File: src/rtl/multiplier_seq_if.sv
// Start/done handshake bundle for the sequential multiplier.
// master: requester (drives start and operands, receives status and product).
// slave : multiplier (receives request, drives busy/done/product_hi/product_lo).
interface multiplier_seq_if #(
  parameter int WIDTH = 16
);
  logic             start;
  logic [WIDTH-1:0] multiplicand;
  logic [WIDTH-1:0] multiplier;
  logic             busy;
  logic             done;
  logic [WIDTH-1:0] product_hi;
  logic [WIDTH-1:0] product_lo;

  modport master (
    output start, multiplicand, multiplier,
    input  busy, done, product_hi, product_lo
  );

  modport slave (
    input  start, multiplicand, multiplier,
    output busy, done, product_hi, product_lo
  );
endinterface

File: src/rtl/multiplier_seq.sv
// Iterative unsigned shift-add multiplier: product = multiplicand * multiplier.
// Latency: start accepted at edge E0, done pulses in the cycle after E(WIDTH);
//   next start accepted no earlier than E(WIDTH+2). No early termination.
// Backpressure: none; start is only sampled in IDLE, ignored in RUN/DONE.
// Ports:
//   clk, rst_n : clock (rising edge), asynchronous active-low reset
//   bus.slave  : start, multiplicand, multiplier in;
//                busy, done, product_hi, product_lo out (all registered)
module multiplier_seq #(
  parameter int WIDTH = 16
) (
  input  logic            clk,
  input  logic            rst_n,
  multiplier_seq_if.slave bus
);

  localparam int CW = (WIDTH > 2) ? $clog2(WIDTH) : 1;
  localparam logic [CW-1:0] LAST = CW'(WIDTH - 1);

  typedef enum logic [1:0] {
    IDLE = 2'd0,
    RUN  = 2'd1,
    DONE = 2'd2
  } state_t;

  state_t             state;
  logic [CW-1:0]      counter;
  logic [WIDTH-1:0]   a_q;
  logic [2*WIDTH-1:0] acc;
  logic [2*WIDTH-1:0] acc_nxt;
  logic [WIDTH:0]     sum;
  logic               busy_q;
  logic               done_q;
  logic [WIDTH-1:0]   prod_hi_q;
  logic [WIDTH-1:0]   prod_lo_q;

  // One shift-add step. Conceptually the accumulator is 2*WIDTH+1 bits and
  // {sum, acc[WIDTH-1:0]} is shifted right by one; after that shift the top
  // bit is always zero, so it is not stored. The carry out of the add must
  // land in bit 2*WIDTH-1 -- losing it corrupts large products.
  always_comb begin
    sum     = {1'b0, acc[2*WIDTH-1:WIDTH]} + {1'b0, a_q};
    acc_nxt = acc[0] ? {sum, acc[WIDTH-1:1]}
                     : {1'b0, acc[2*WIDTH-1:1]};
  end

  always_ff @(posedge clk or negedge rst_n) begin
    if (!rst_n) begin
      state     <= IDLE;
      counter   <= '0;
      a_q       <= '0;
      acc       <= '0;
      busy_q    <= 1'b0;
      done_q    <= 1'b0;
      prod_hi_q <= '0;
      prod_lo_q <= '0;
    end else begin
      case (state)
        IDLE: begin
          done_q <= 1'b0;
          if (bus.start) begin
            a_q     <= bus.multiplicand;
            acc     <= {{WIDTH{1'b0}}, bus.multiplier};
            counter <= '0;
            busy_q  <= 1'b1;
            state   <= RUN;
          end
        end
        RUN: begin
          acc     <= acc_nxt;
          counter <= counter + 1'b1;
          // Product registers only update here, so they hold the previous
          // result through the accepting edge and the whole RUN phase.
          if (counter == LAST) begin
            prod_hi_q <= acc_nxt[2*WIDTH-1:WIDTH];
            prod_lo_q <= acc_nxt[WIDTH-1:0];
            busy_q    <= 1'b0;
            done_q    <= 1'b1;
            state     <= DONE;
          end
        end
        DONE: begin
          done_q <= 1'b0;
          state  <= IDLE;
        end
        default: begin
          busy_q <= 1'b0;
          done_q <= 1'b0;
          state  <= IDLE;
        end
      endcase
    end
  end

  assign bus.busy       = busy_q;
  assign bus.done       = done_q;
  assign bus.product_hi = prod_hi_q;
  assign bus.product_lo = prod_lo_q;

endmodule

File: src/flat_wrapper.sv
// flat-port wrapper written by rule: the top's interface ports become plain ports
module multiplier_seq_flat 
#(
  parameter int WIDTH = 16
)
  (clk, rst_n, bus_start, bus_multiplicand, bus_multiplier, bus_busy, bus_done, bus_product_hi, bus_product_lo);
  multiplier_seq_if #(.WIDTH(WIDTH)) bus_i ();
  input  logic clk;
  input  logic rst_n;
  input wire logic [$bits(bus_i.start)-1:0] bus_start;
  input wire logic [$bits(bus_i.multiplicand)-1:0] bus_multiplicand;
  input wire logic [$bits(bus_i.multiplier)-1:0] bus_multiplier;
  output wire logic [$bits(bus_i.busy)-1:0] bus_busy;
  output wire logic [$bits(bus_i.done)-1:0] bus_done;
  output wire logic [$bits(bus_i.product_hi)-1:0] bus_product_hi;
  output wire logic [$bits(bus_i.product_lo)-1:0] bus_product_lo;
  assign bus_i.start = bus_start;
  assign bus_i.multiplicand = bus_multiplicand;
  assign bus_i.multiplier = bus_multiplier;
  assign bus_busy = bus_i.busy;
  assign bus_done = bus_i.done;
  assign bus_product_hi = bus_i.product_hi;
  assign bus_product_lo = bus_i.product_lo;
  multiplier_seq #(.WIDTH(WIDTH)) u_core (.clk(clk), .rst_n(rst_n), .bus(bus_i));
endmodule
File: config.mk
export PLATFORM = sky130hd
export DESIGN_NAME = multiplier_seq_flat
export DESIGN_NICKNAME = d
export VERILOG_FILES = /design/src/rtl/multiplier_seq_if.sv /design/src/rtl/multiplier_seq.sv /design/src/flat_wrapper.sv
export SDC_FILE = /design/constraint.sdc
export NUM_CORES = 1
export LEC_CHECK = 0
export CAP_MARGIN = 25
export CELL_PAD_IN_SITES_DETAIL_PLACEMENT = 0
export CELL_PAD_IN_SITES_GLOBAL_PLACEMENT = 1
export CORE_MARGIN = 2
export CORE_UTILIZATION = 35
export CTS_BUF_LIST = sky130_fd_sc_hd__clkbuf_8
export CTS_CLUSTER_DIAMETER = 60
export DETAILED_ROUTE_END_ITERATION = 16
export GPL_ROUTABILITY_DRIVEN = 0
export PLACE_DENSITY_LB_ADDON = 0.1
export SLEW_MARGIN = 20
export SYNTH_ARGS = -nofsm -noshare
export SYNTH_HDL_FRONTEND = slang
export SYNTH_SLANG_ARGS = --single-unit
File: constraint.sdc
create_clock -name clk -period 7.4 [get_ports clk]
set_clock_uncertainty 0.1 [all_clocks]
set_input_delay 1.11 -clock clk [delete_from_list [all_inputs] [get_ports clk]]
set_output_delay 1.11 -clock clk [all_outputs]
set_load 0.03 [all_outputs]
# Word level (Yosys, flattened, before mapping)
# Cells that the tools add are included.
# totals
word_cells	36
reg_bits	88
output_inout_bits	34
input_bits	35
# classes
n_mux	13
n_reduce_logical	7
addsub	2
eq_ne	5
bitwise	1
# op_table
cell	count
$mux W32	2
$pmux W32 S2	1
$add A16 B16 Y17	1
$pmux W4 S2	1
$reduce_and A2 Y1	4
$add A4 B1 Y4 const B	1
$eq A4 B4 Y1 const B	1
$mux W1	4
$mux W2	2
$mux W4	1
$pmux W2 S2	1
$pmux W1 S3	1
$reduce_and A3 Y1	1
$eq A2 B1 Y1 const B	1
$eq A2 B2 Y1 const B	1
$logic_not A2 Y1	1
$ne A2 B1 Y1 const B	1
$ne A2 B2 Y1 const B	1
$reduce_bool A2 Y1	1
$not A1 Y1	1

# Logic depth before layout (Yosys ltp)
# Gate-level depths: netlist of run 1.
# logic_depth
depth_word	3
depth_mapped	9
depth_no_buf	9

# Worst setup path before layout of run 1
# No wires, ideal clock.
# synth_timing
kind	input -> register
from	input bus_start
to	register u_core.state[0]
n_path_buf	4
path_stages	7
t_arrival_ns	2.305
path_slack_ns	4.853
setup_time_ns	0.143
required_time_ns	7.157
path_cell_list	clkbuf_1 nor2b_1 clkbuf_1 nand2b_1 clkbuf_1 buf_1 o21ai_0
# synth_between
elab_chain_cells	2
# synth_rtl
element	line_no	rtl
from (decl)	flat_wrapper.sv:10	input wire logic [$bits(bus_i.start)-1:0] bus_start;
$ne A2 B2 Y1 (no line)	n/a	
$reduce_and A2 Y1 (no line)	n/a	
to (signal assigned)	multiplier_seq.sv:49	state <= IDLE;
to (signal assigned)	multiplier_seq.sv:66	state <= RUN;
to (signal assigned)	multiplier_seq.sv:79	state <= DONE;
to (decl)	multiplier_seq.sv:26	state_t state;
# Every way passes these cells.
# A chain may end at the register's enable or synchronous reset.

# Final worst setup path of run 1
# layout_timing
from	register u_core.acc[16]
to	register u_core.acc[31]
# layout_between
elab_chain_cells	3
# layout_rtl
element	line_no	rtl
from (decl)	multiplier_seq.sv:29	logic [2*WIDTH-1:0] acc;
from (signal assigned)	multiplier_seq.sv:63	acc <= {{WIDTH{1'b0}}, bus.multiplier};
from (signal assigned)	multiplier_seq.sv:70	acc <= acc_nxt;
$add A16 B16 Y17	multiplier_seq.sv:42	sum = {1'b0, acc[2*WIDTH-1:WIDTH]} + {1'b0, a_q};
$mux W32	multiplier_seq.sv:43	acc_nxt = acc[0] ? {sum, acc[WIDTH-1:1]}
$pmux W32 S2	multiplier_seq.sv:58	case (state)
# Every way passes these cells.

==> run_results.csv, run 1 <==
group,metric,value,unit
power,p_leak,2.47,nW
worst_hold_path,hold_depth,2,
setup_path,slowest_stage,"a221oi_2",
sta,max_freq,330,MHz
outcome,run_status,"finished clean",
setup_path,reg2reg_from,"u_core.acc[16]$_DFFE_PN0P_",
layout,multi_input_area,0.00204,mm2
power,comb_power_share,49.8,%
setup_path,endpoint_kind,"register",
setup_path,crit_fanout,3,
layout,register_area,0.00220,mm2
worst_hold_path,min_from,"u_core.bus.product_lo[10]$_DFFE_PN0P_",
placement,placed_cells,703,
layout,n_fill_cell,1217,
detailed_routing,drt_iter0_drc,278,
power,p_sw,1.09,mW
setup_path,path_delay_family,"compound AO/OA/AOI/OAI gates",
cts,cts_max_level,3,
setup_path,r2r-end,"u_core.acc[31]$_DFFE_PN0P_",
power,clockPowerShare,15.9,%
layout,num_antenna_cells,0,
detailed_routing,wire_per_inst,15.3,um
sta,rsz0062_at_grt,"no",
worst_hold_path,hp-class,"reg2reg",
logic_synthesis,avgSynthCellArea,8.99,um2
sta,setup_viol,0,
detailed_routing,drtAntennaViolNets,0,
die,io_pins,69,
die,core-area,0.0121,mm2
global_route,grt_pass1_vias,3477,
setup_path,worstSetupPathType,"reg2reg",
cts,clockBufferDepth,2,
layout,num-nets-final,599,
global_route,grt_antenna_before_repair,0,
logic_synthesis,synth_cells,487,
detailed_routing,via_per_inst,5.02,
logic_synthesis,syn_area,0.00438,mm2
power,p_seq_share,34.3,%
logic_synthesis,async_reset_ff_share,100,%
power,internal_power,1.45,mW
logic_synthesis,synth_common_cells,"nand2_1 (133), dfrtp_1 (88), o21ai_0 (46)",
detailed_routing,finalWirelength,11000,um
die,num_rows,40,
cts,root_buffer,"clkbuf_8",
cts,cts_buffers,9,
layout,final_util,45.0,%
logic_synthesis,synth_nets,540,
sta,slew_headroom,38.8,%
die,start_util,36.1,%
logic_synthesis,synth_top_area_share,50.3,%
flow_run,maxCapViolations,0,
cts,clk_latency,0.38,ns
setup_path,crit_required,7.54,ns
setup_path,r2r_slack,4.37,ns
setup_path,startpoint_type,"register",
sta,period_needed,3.03,ns
sta,final.period_utilization,41.0,%
placement,hpwl,7300,um
setup_path,critPathArrivalTime,3.17,ns
logic_synthesis,synth.most_common_cell,"nand2_1",
cts,hold_buffers,0,
layout,fin_cells,719,
cts,cts_resized,0,
cts,post-cts-setup-buffer-count,0,
global_route,grt_pass1_wl,18100,um
layout,drive_above_1_share,5.26,%
power,switching_share,43.0,%
setup_path,crit_buf_inv,0,
sta,hold_ws,0.376,ns
global_route,grt.total_usage,17.7,%
sta,setup_tns,0,ns
logic_synthesis,synth_enable_flop_cells,0,
power,fin_total_pwr,2.54,mW
global_route,grt_max_degree,62,
cts,clock_sinks,88,
sta,drv_slew,0,
layout,area_growth,24.6,%
detailed_routing,drc_errors,0,
global_route,overflow,0,
logic_synthesis,synth_seq_cells,88,
setup_path,reg2reg_depth,9,
logic_synthesis,synth_area_leaders,"dfrtp_1 (50%), nand2_1 (11%), o21ai_0 (5.3%)",
logic_synthesis,seq_area_frac_synth,50.3,%
logic_synthesis,synth_warnings,0,
sta,hold_viol,0,
placement,io_buffers,68,
die,die-area,0.0134,mm2
setup_path,slowest_delay,0.42,ns
setup_path,path_cells,"ha_1 -> fa_1 -> a21o_1 -> a221oi_2 -> nor4_2 -> a211oi_4 -> o221ai_1 -> a31oi_1 -> o21ai_1",
logic_synthesis,ys_types,45,
die,die_x,116,um
sta,tightest_slew,0.917,ns
power,power_density,466,mW/mm2
cts,path_clk_slew,0.09,ns
detailed_routing,drt_first_pass_iters,4,
detailed_routing,vias,3611,
power,vdd_drop_max,0.214,mV
logic_synthesis,synth_ff_type,"dfrtp_1",
worst_hold_path,min_to,"u_core.bus.product_lo[10]$_DFFE_PN0P_",
die,die_h,116,um
logic_synthesis,synth_top_cell_by_area,"dfrtp_1",
cts,cts_tree,"done",
[cell families (layout without fill, tap and decap cells)]
kind of cell	after synthesis	count (layout)	share of synthesized area, %
adder cells (fa/ha/maj)	18	18	5.32
multiplexers	6	6	1.37
AO/OA/AOI/OAI	135	135	18.8
AND/OR/NAND/NOR	197	197	19.8
buffers and inverters	36	100	3.09
flip-flops	88	88	50.3
XOR/XNOR	7	7	1.40
[layout by cell type, fill, tap and decap left out, types with 2 or more instances in the layout]
cell type | netlist | final
a211oi_1 | 2 | 2
a21o_1 | 4 | 4
a21oi_1 | 30 | 30
a22oi_1 | 16 | 16
a311oi_1 | 2 | 2
a31o_2 | 2 | 2
a31oi_1 | 5 | 5
and3_1 | 3 | 3
buf_4 | 0 | 7
bufinv_16 | 0 | 3
clkbuf_8 | 0 | 9
clkdlybuf4s50_1 | 0 | 67
clkinvlp_4 | 0 | 2
dfrtp_1 | 88 | 88
ha_1 | 17 | 17
inv_1 | 9 | 11
mux2i_1 | 6 | 6
nand2_1 | 133 | 133
nand2b_1 | 3 | 3
nand3_1 | 6 | 6
nand4_1 | 2 | 2
nor2_1 | 14 | 14
nor2b_1 | 20 | 20
nor3_1 | 5 | 5
o21ai_0 | 46 | 46
o21ai_1 | 14 | 14
o21bai_1 | 3 | 2
o221ai_1 | 2 | 2
or3_1 | 5 | 5
xnor2_1 | 6 | 6
[final cells by class]
type / count / area share, %
Sequential cell: 88 / 40.4
Clock buffer: 9 / 2.27
Tap cell: 168 / 3.85
Inverter: 10 / 0.688
Multi-Input combinational cell: 363 / 37.5
Clock inverter: 7 / 2.07
Timing Repair Buffer: 74 / 13.3
[metal layers]
metal	vias to the layer above	track usage (%)	wire length [um]
li1	1801	-	-
met1	1749	25.0	5430
met2	57	27.0	5060
met3	4	5.44	425
met4	0	3.65	89
met5	-	0	0
[state kept, by name, indices dropped and copies added (netlist names)]
| signal | count |
|---|---|
| u_core.state | 2 |
| u_core.counter | 4 |
| u_core.bus.product_hi | 16 |
| u_core.acc | 32 |
| u_core.bus.product_lo | 16 |
| u_core.a_q | 16 |
| u_core.bus.done | 1 |
| u_core.bus.busy | 1 |
[per-stage QoR]
stage,cell area (um2),setup WS (ns)
after global placement,5220,4.04
after global routing,5450,4.18
after CTS,5450,4.38
after detailed placement,5220,4.02
final,5450,4.37
after floorplan,4380,4.85
[power by group through the flow]
stage          Clock (mW)  Combinational, mW  Sequential, mW
5_1_grt             0.436               1.41           0.907
3_3_place_gp            0               1.25           0.880
2_1_floorplan           0              0.711            1.01
4_1_cts             0.416               1.28           0.874
6_report            0.404               1.26           0.871
3_5_place_dp            0               1.27           0.882
[worst min-delay path, delay by kind of cell (launching register included)]
| family | cells | cell delay (ns) |
|---|---|---|
| flops | 1 | 0.35 |
| simple gates | 2 | 0.10 |
[how the worst max path moves through the flow]
stage                                               end                        from  slack, ns  cells after the start
after floorplan             u_core.state[0]$_DFFE_PN0P_                   bus_start       4.85                      7
after global placement    u_core.counter[3]$_DFFE_PN0P_                   bus_start       4.04                      5
after detailed placement  u_core.counter[2]$_DFFE_PN0P_                   bus_start       4.02                      5
after CTS                    u_core.acc[31]$_DFFE_PN0P_  u_core.acc[16]$_DFFE_PN0P_       4.38                      9
after global routing         u_core.acc[31]$_DFFE_PN0P_  u_core.acc[16]$_DFFE_PN0P_       4.18                      9
final                        u_core.acc[31]$_DFFE_PN0P_  u_core.acc[16]$_DFFE_PN0P_       4.37                      9
(Power assumes the default switching activity.)
==> run 2, diff against run 1 <==
clock period = 3.1 ns   (was 7.4 ns; I/O delays follow)
==> run_results.csv, run 2 (synthesized netlist as in run 1, its figures left out) <==
group,metric,value,unit
sta,hold_viol,0,
setup_path,critPathArrivalTime,2.96,ns
cts,post-cts-setup-buffer-count,0,
layout,drive_above_1_share,6.10,%
detailed_routing,drtAntennaViolNets,0,
die,core-area,0.0121,mm2
cts,cts_tree,"done",
detailed_routing,wire_per_inst,15.0,um
power,vdd_drop_max,0.451,mV
sta,hold_ws,0.376,ns
global_route,grt_antenna_before_repair,0,
worst_hold_path,hp-class,"reg2reg",
detailed_routing,drt_first_pass_iters,4,
sta,drv_slew,0,
setup_path,worstSetupPathType,"reg2reg",
detailed_routing,finalWirelength,10900,um
die,start_util,36.1,%
sta,setup_tns,0,ns
power,power_density,1100,mW/mm2
die,num_rows,40,
cts,path_clk_slew,0.09,ns
layout,num_antenna_cells,0,
sta,final.period_utilization,90.6,%
setup_path,startpoint_type,"register",
layout,area_growth,26.1,%
global_route,grt_max_degree,50,
cts,root_buffer,"clkbuf_8",
setup_path,crit_required,3.25,ns
layout,final_cell_mix,"nand2_1 (133), dfrtp_1 (88), clkdlybuf4s50_1 (67), o21ai_0 (46), a21oi_1 (30)",
setup_path,crit_fanout,3,
outcome,run_status,"finished clean",
die,io_pins,69,
sta,period_needed,2.81,ns
power,fin_total_pwr,6.08,mW
layout,top_register,"u_core.acc",
placement,hpwl,7540,um
die,die_x,116,um
sta,tightest_slew,0.807,ns
sta,slew_headroom,46.2,%
layout,num-nets-final,605,
placement,place_ws,0.280,ns
detailed_routing,vias,3653,
global_route,grt.total_usage,17.6,%
cts,cts_buffers,9,
detailed_routing,via_per_inst,5.04,
setup_path,reg2reg_depth,9,
sta,fin_ws,0.291,ns
worst_hold_path,hold_depth,2,
die,die_h,116,um
global_route,grt_pass1_wl,18400,um
detailed_routing,drt_iter0_drc,179,
cts,clock_sinks,88,
setup_path,endpoint_kind,"register",
layout,largest_register_ffs,32,
global_route,grt_pass1_vias,3572,
layout,final_util,45.6,%
power,p_leak,2.51,nW
sta,setup_viol,0,
sta,rsz0062_at_grt,"no",
layout,final_common_cell,"nand2_1",
cts,clockBufferDepth,2,
cts,clk_latency,0.38,ns
placement,io_buffers,68,
global_route,overflow,0,
die,die-area,0.0134,mm2
cts,cts_max_level,3,
detailed_routing,drc_errors,0,
flow_run,maxCapViolations,0,
sta,max_freq,356,MHz
-- run 2: worst max-delay path, stage by stage (launching register included) --
cell and delay [ns]:
dfrtp_1 0.40, ha_1 0.23, fa_1 0.41, a21o_1 0.22
a221oi_2 0.40, nor4_2 0.11, a211oi_4 0.31, o221ai_1 0.17
a31oi_1 0.24, o21ai_1 0.08
-- run 2: worst paths after layout --
kind / slack [ns] / end / startpoint
max: 0.29 / u_core.acc[31]$_DFFE_PN0P_ / u_core.acc[16]$_DFFE_PN0P_
min: 0.38 / u_core.bus.product_lo[11]$_DFFE_PN0P_ / u_core.bus.product_lo[11]$_DFFE_PN0P_
max reg2reg: 0.29 / u_core.acc[31]$_DFFE_PN0P_ / u_core.acc[16]$_DFFE_PN0P_
min reg2reg: 0.38 / u_core.bus.product_lo[11]$_DFFE_PN0P_ / u_core.bus.product_lo[11]$_DFFE_PN0P_
max in group asynchronous: 1.74 / u_core.acc[12]$_DFFE_PN0P_ / rst_n
min in group asynchronous: 0.51 / u_core.acc[19]$_DFFE_PN0P_ / rst_n
-- run 2: metrics by stage --
| stage | instance area [um2] | std cells |
|---|---|---|
| 2_1_floorplan | 4380 | 487 |
| 6_report | 5520 | 725 |
| 4_1_cts | 5520 | 725 |
| 3_5_place_dp | 5260 | 708 |
| 5_1_grt | 5520 | 725 |
| 3_3_place_gp | 5260 | 708 |
-- run 2: what timing repair did --
item / CTS / global route
endpoints found under the hold margin: 39 / 0
hold buffers: 1 / 0
resized for setup: 0 / 0
-- run 2: where the power goes --
group | switching [mW] | internal, mW | total, mW
logic | 1.77 | 1.27 | 3.04
clock network | 0.427 | 0.555 | 0.982
registers | 0.386 | 1.68 | 2.06
total | 2.58 | 3.50 | 6.08
-- run 2: per-layer routing --
layer	track usage [%]	vias up	wire, um
met5	0	-	0
met4	7.78	0	227
met3	2.72	14	335
met2	25.3	57	4760
met1	26.2	1767	5570
li1	-	1815	-
-- run 2: cell type report --
cell class	instances	area [um2]
sequential	88	2200
clock inverter	6	108
fill	1230	6590
timing repair buffer	80	783
multi-input combinational	363	2040
clock buffer	10	138
inverter	10	37.5
tap	168	210
==> run 3, diff against run 2 <==
CORE_UTILIZATION = 42   (was 35)
==> run_results.csv, run 3 (synthesized netlist as in run 1, its figures left out) <==
group,metric,value,unit
setup_path,slowest_delay,0.42,ns
global_route,grt_pass1_vias,3569,
detailed_routing,drt_iter0_drc,226,
placement,dpl_cell_area,0.00524,mm2
setup_path,startpoint_type,"register",
die,die_h,106,um
setup_path,crit_fanout,3,
layout,area_growth,24.4,%
layout,drive_above_1_share,6.26,%
detailed_routing,vias,3621,
global_route,grt_antenna_before_repair,0,
sta,setup_tns,0,ns
setup_path,worstSetupPathType,"reg2reg",
cts,path_clk_slew,0.09,ns
cts,cts_max_level,3,
global_route,grt.total_usage,20.9,%
cts,cts_tree,"done",
worst_hold_path,hp-class,"reg2reg",
layout,final_common_cell,"nand2_1",
cts,cts_resized,0,
detailed_routing,drc_errors,0,
layout,num_antenna_cells,0,
die,num_rows,37,
cts,clk_latency,0.36,ns
setup_path,path_cells,"ha_1 -> fa_1 -> a21o_1 -> a221oi_2 -> nor4_2 -> a211oi_4 -> o221ai_1 -> a31oi_1 -> o21ai_1",
cts,clock_sinks,88,
setup_path,r2r_slack,0.26,ns
setup_path,r2r-end,"u_core.bus.product_hi[15]$_DFFE_PN0P_",
sta,fin_ws,0.264,ns
layout,n_fill_cell,951,
worst_hold_path,min_to,"u_core.bus.product_lo[11]$_DFFE_PN0P_",
layout,largest_register_ffs,32,
detailed_routing,drtAntennaViolNets,0,
global_route,overflow,0,
detailed_routing,finalWirelength,10800,um
die,die_x,106,um
detailed_routing,via_per_inst,5.21,
setup_path,path_delay_family,"compound AO/OA/AOI/OAI gates",
worst_hold_path,min_from,"u_core.bus.product_lo[11]$_DFFE_PN0P_",
power,power_density,1090,mW/mm2
detailed_routing,drt_first_pass_iters,4,
cts,cts_buffers,9,
die,die-area,0.0113,mm2
die,core-area,0.0102,mm2
setup_path,endpoint_kind,"register",
setup_path,crit_required,3.23,ns
flow_run,maxCapViolations,0,
setup_path,reg2reg_from,"u_core.acc[16]$_DFFE_PN0P_",
worst_hold_path,hold_depth,2,
power,vdd_drop_max,0.447,mV
sta,hold_viol,0,
sta,tightest_slew,0.608,ns
sta,final.period_utilization,91.5,%
detailed_routing,wire_per_inst,15.5,um
sta,drv_slew,0,
sta,slew_headroom,59.2,%
global_route,grt_max_degree,62,
sta,max_freq,353,MHz
die,io_pins,69,
setup_path,reg2reg_depth,9,
layout,final_cell_mix,"nand2_1 (133), dfrtp_1 (88), clkdlybuf4s50_1 (67), o21ai_0 (46), a21oi_1 (30)",
setup_path,crit_buf_inv,0,
sta,setup_viol,0,
placement,io_buffers,68,
cts,root_buffer,"clkbuf_8",
placement,hpwl,7400,um
global_route,grt_pass1_wl,18700,um
outcome,run_status,"finished clean",
sta,period_needed,2.84,ns
cts,clockBufferDepth,2,
placement,place_ws,0.315,ns
die,start_util,42.8,%
layout,fin_area,0.00545,mm2
sta,rsz0062_at_grt,"no",
power,p_leak,2.49,nW
setup_path,slowest_stage,"a221oi_2",
sta,hold_ws,0.383,ns
layout,num-nets-final,607,
setup_path,critPathArrivalTime,2.97,ns
layout,top_register,"u_core.acc",
## run 3: cell count changes in the layout (fill, tap and decap cells not counted)
cell | before | now
bufinv_16 | 3 | 1
buf_4 | 11 | 13
clkinvlp_4 | 0 | 2
clkinv_2 | 1 | 0
inv_1 | 10 | 11
## run 3: worst max path at each step
stage / depth (start not counted) / startpoint / end
global route: 9 / u_core.acc[16]$_DFFE_PN0P_ / u_core.bus.product_hi[15]$_DFFE_PN0P_
CTS: 9 / u_core.acc[16]$_DFFE_PN0P_ / u_core.bus.product_hi[15]$_DFFE_PN0P_
finish: 9 / u_core.acc[16]$_DFFE_PN0P_ / u_core.bus.product_hi[15]$_DFFE_PN0P_
floorplan: 9 / u_core.acc[16]$_DFFE_PN0P_ / u_core.bus.product_hi[15]$_DFFE_PN0P_
detailed placement: 9 / u_core.acc[16]$_DFFE_PN0P_ / u_core.bus.product_hi[15]$_DFFE_PN0P_
global placement: 9 / u_core.acc[16]$_DFFE_PN0P_ / u_core.bus.product_hi[15]$_DFFE_PN0P_
## run 3: where the power goes
part           switching [mW]  internal (mW)
clock network           0.419          0.391
logic                    1.76           1.28
registers               0.404           1.68
## run 3: final cells by class
cell class	instances	area [um2]	share of cell area (%)
clock buffer	10	138	2.53
clock inverter	6	61.3	1.13
inverter	10	37.5	0.689
multi-input combinational	363	2040	37.4
sequential	88	2200	40.4
tap	136	170	3.12
timing repair buffer	82	798	14.7
## run 3: timing repair
| item | CTS | global route |
|---|---|---|
| hold endpoints to repair | 27 | 0 |
| buffers inserted | 0 | 0 |
| endpoints found under the setup margin | 0 | 0 |
| hold buffers | 1 | 0 |
## run 3: worst register-to-register path, cell delays in order (launching register included)
cell and delay, ns:
dfrtp_1 0.41, ha_1 0.24, fa_1 0.41, a21o_1 0.22, a221oi_2 0.42, nor4_2 0.12
a211oi_4 0.31, o221ai_1 0.18, a31oi_1 0.23, o21ai_1 0.08
## run 3: metrics by stage
stage,util [%],std cells,power [mW]
2_1_floorplan,-,487,4.11
3_3_place_gp,51.2,678,5.09
3_5_place_dp,51.2,678,5.15
4_1_cts,53.2,695,5.98
5_1_grt,53.2,695,6.45
6_report,53.2,695,5.93
## run 3: routing by layer
layer / wire length, um / track usage, % / vias to the layer above
met2: 4850 / 31.2 / 75
met1: 5410 / 31.2 / 1726
met4: 93 / 5.36 / 0
met3: 436 / 4.11 / 9
li1: - / - / 1811
met5: 0 / 0 / -
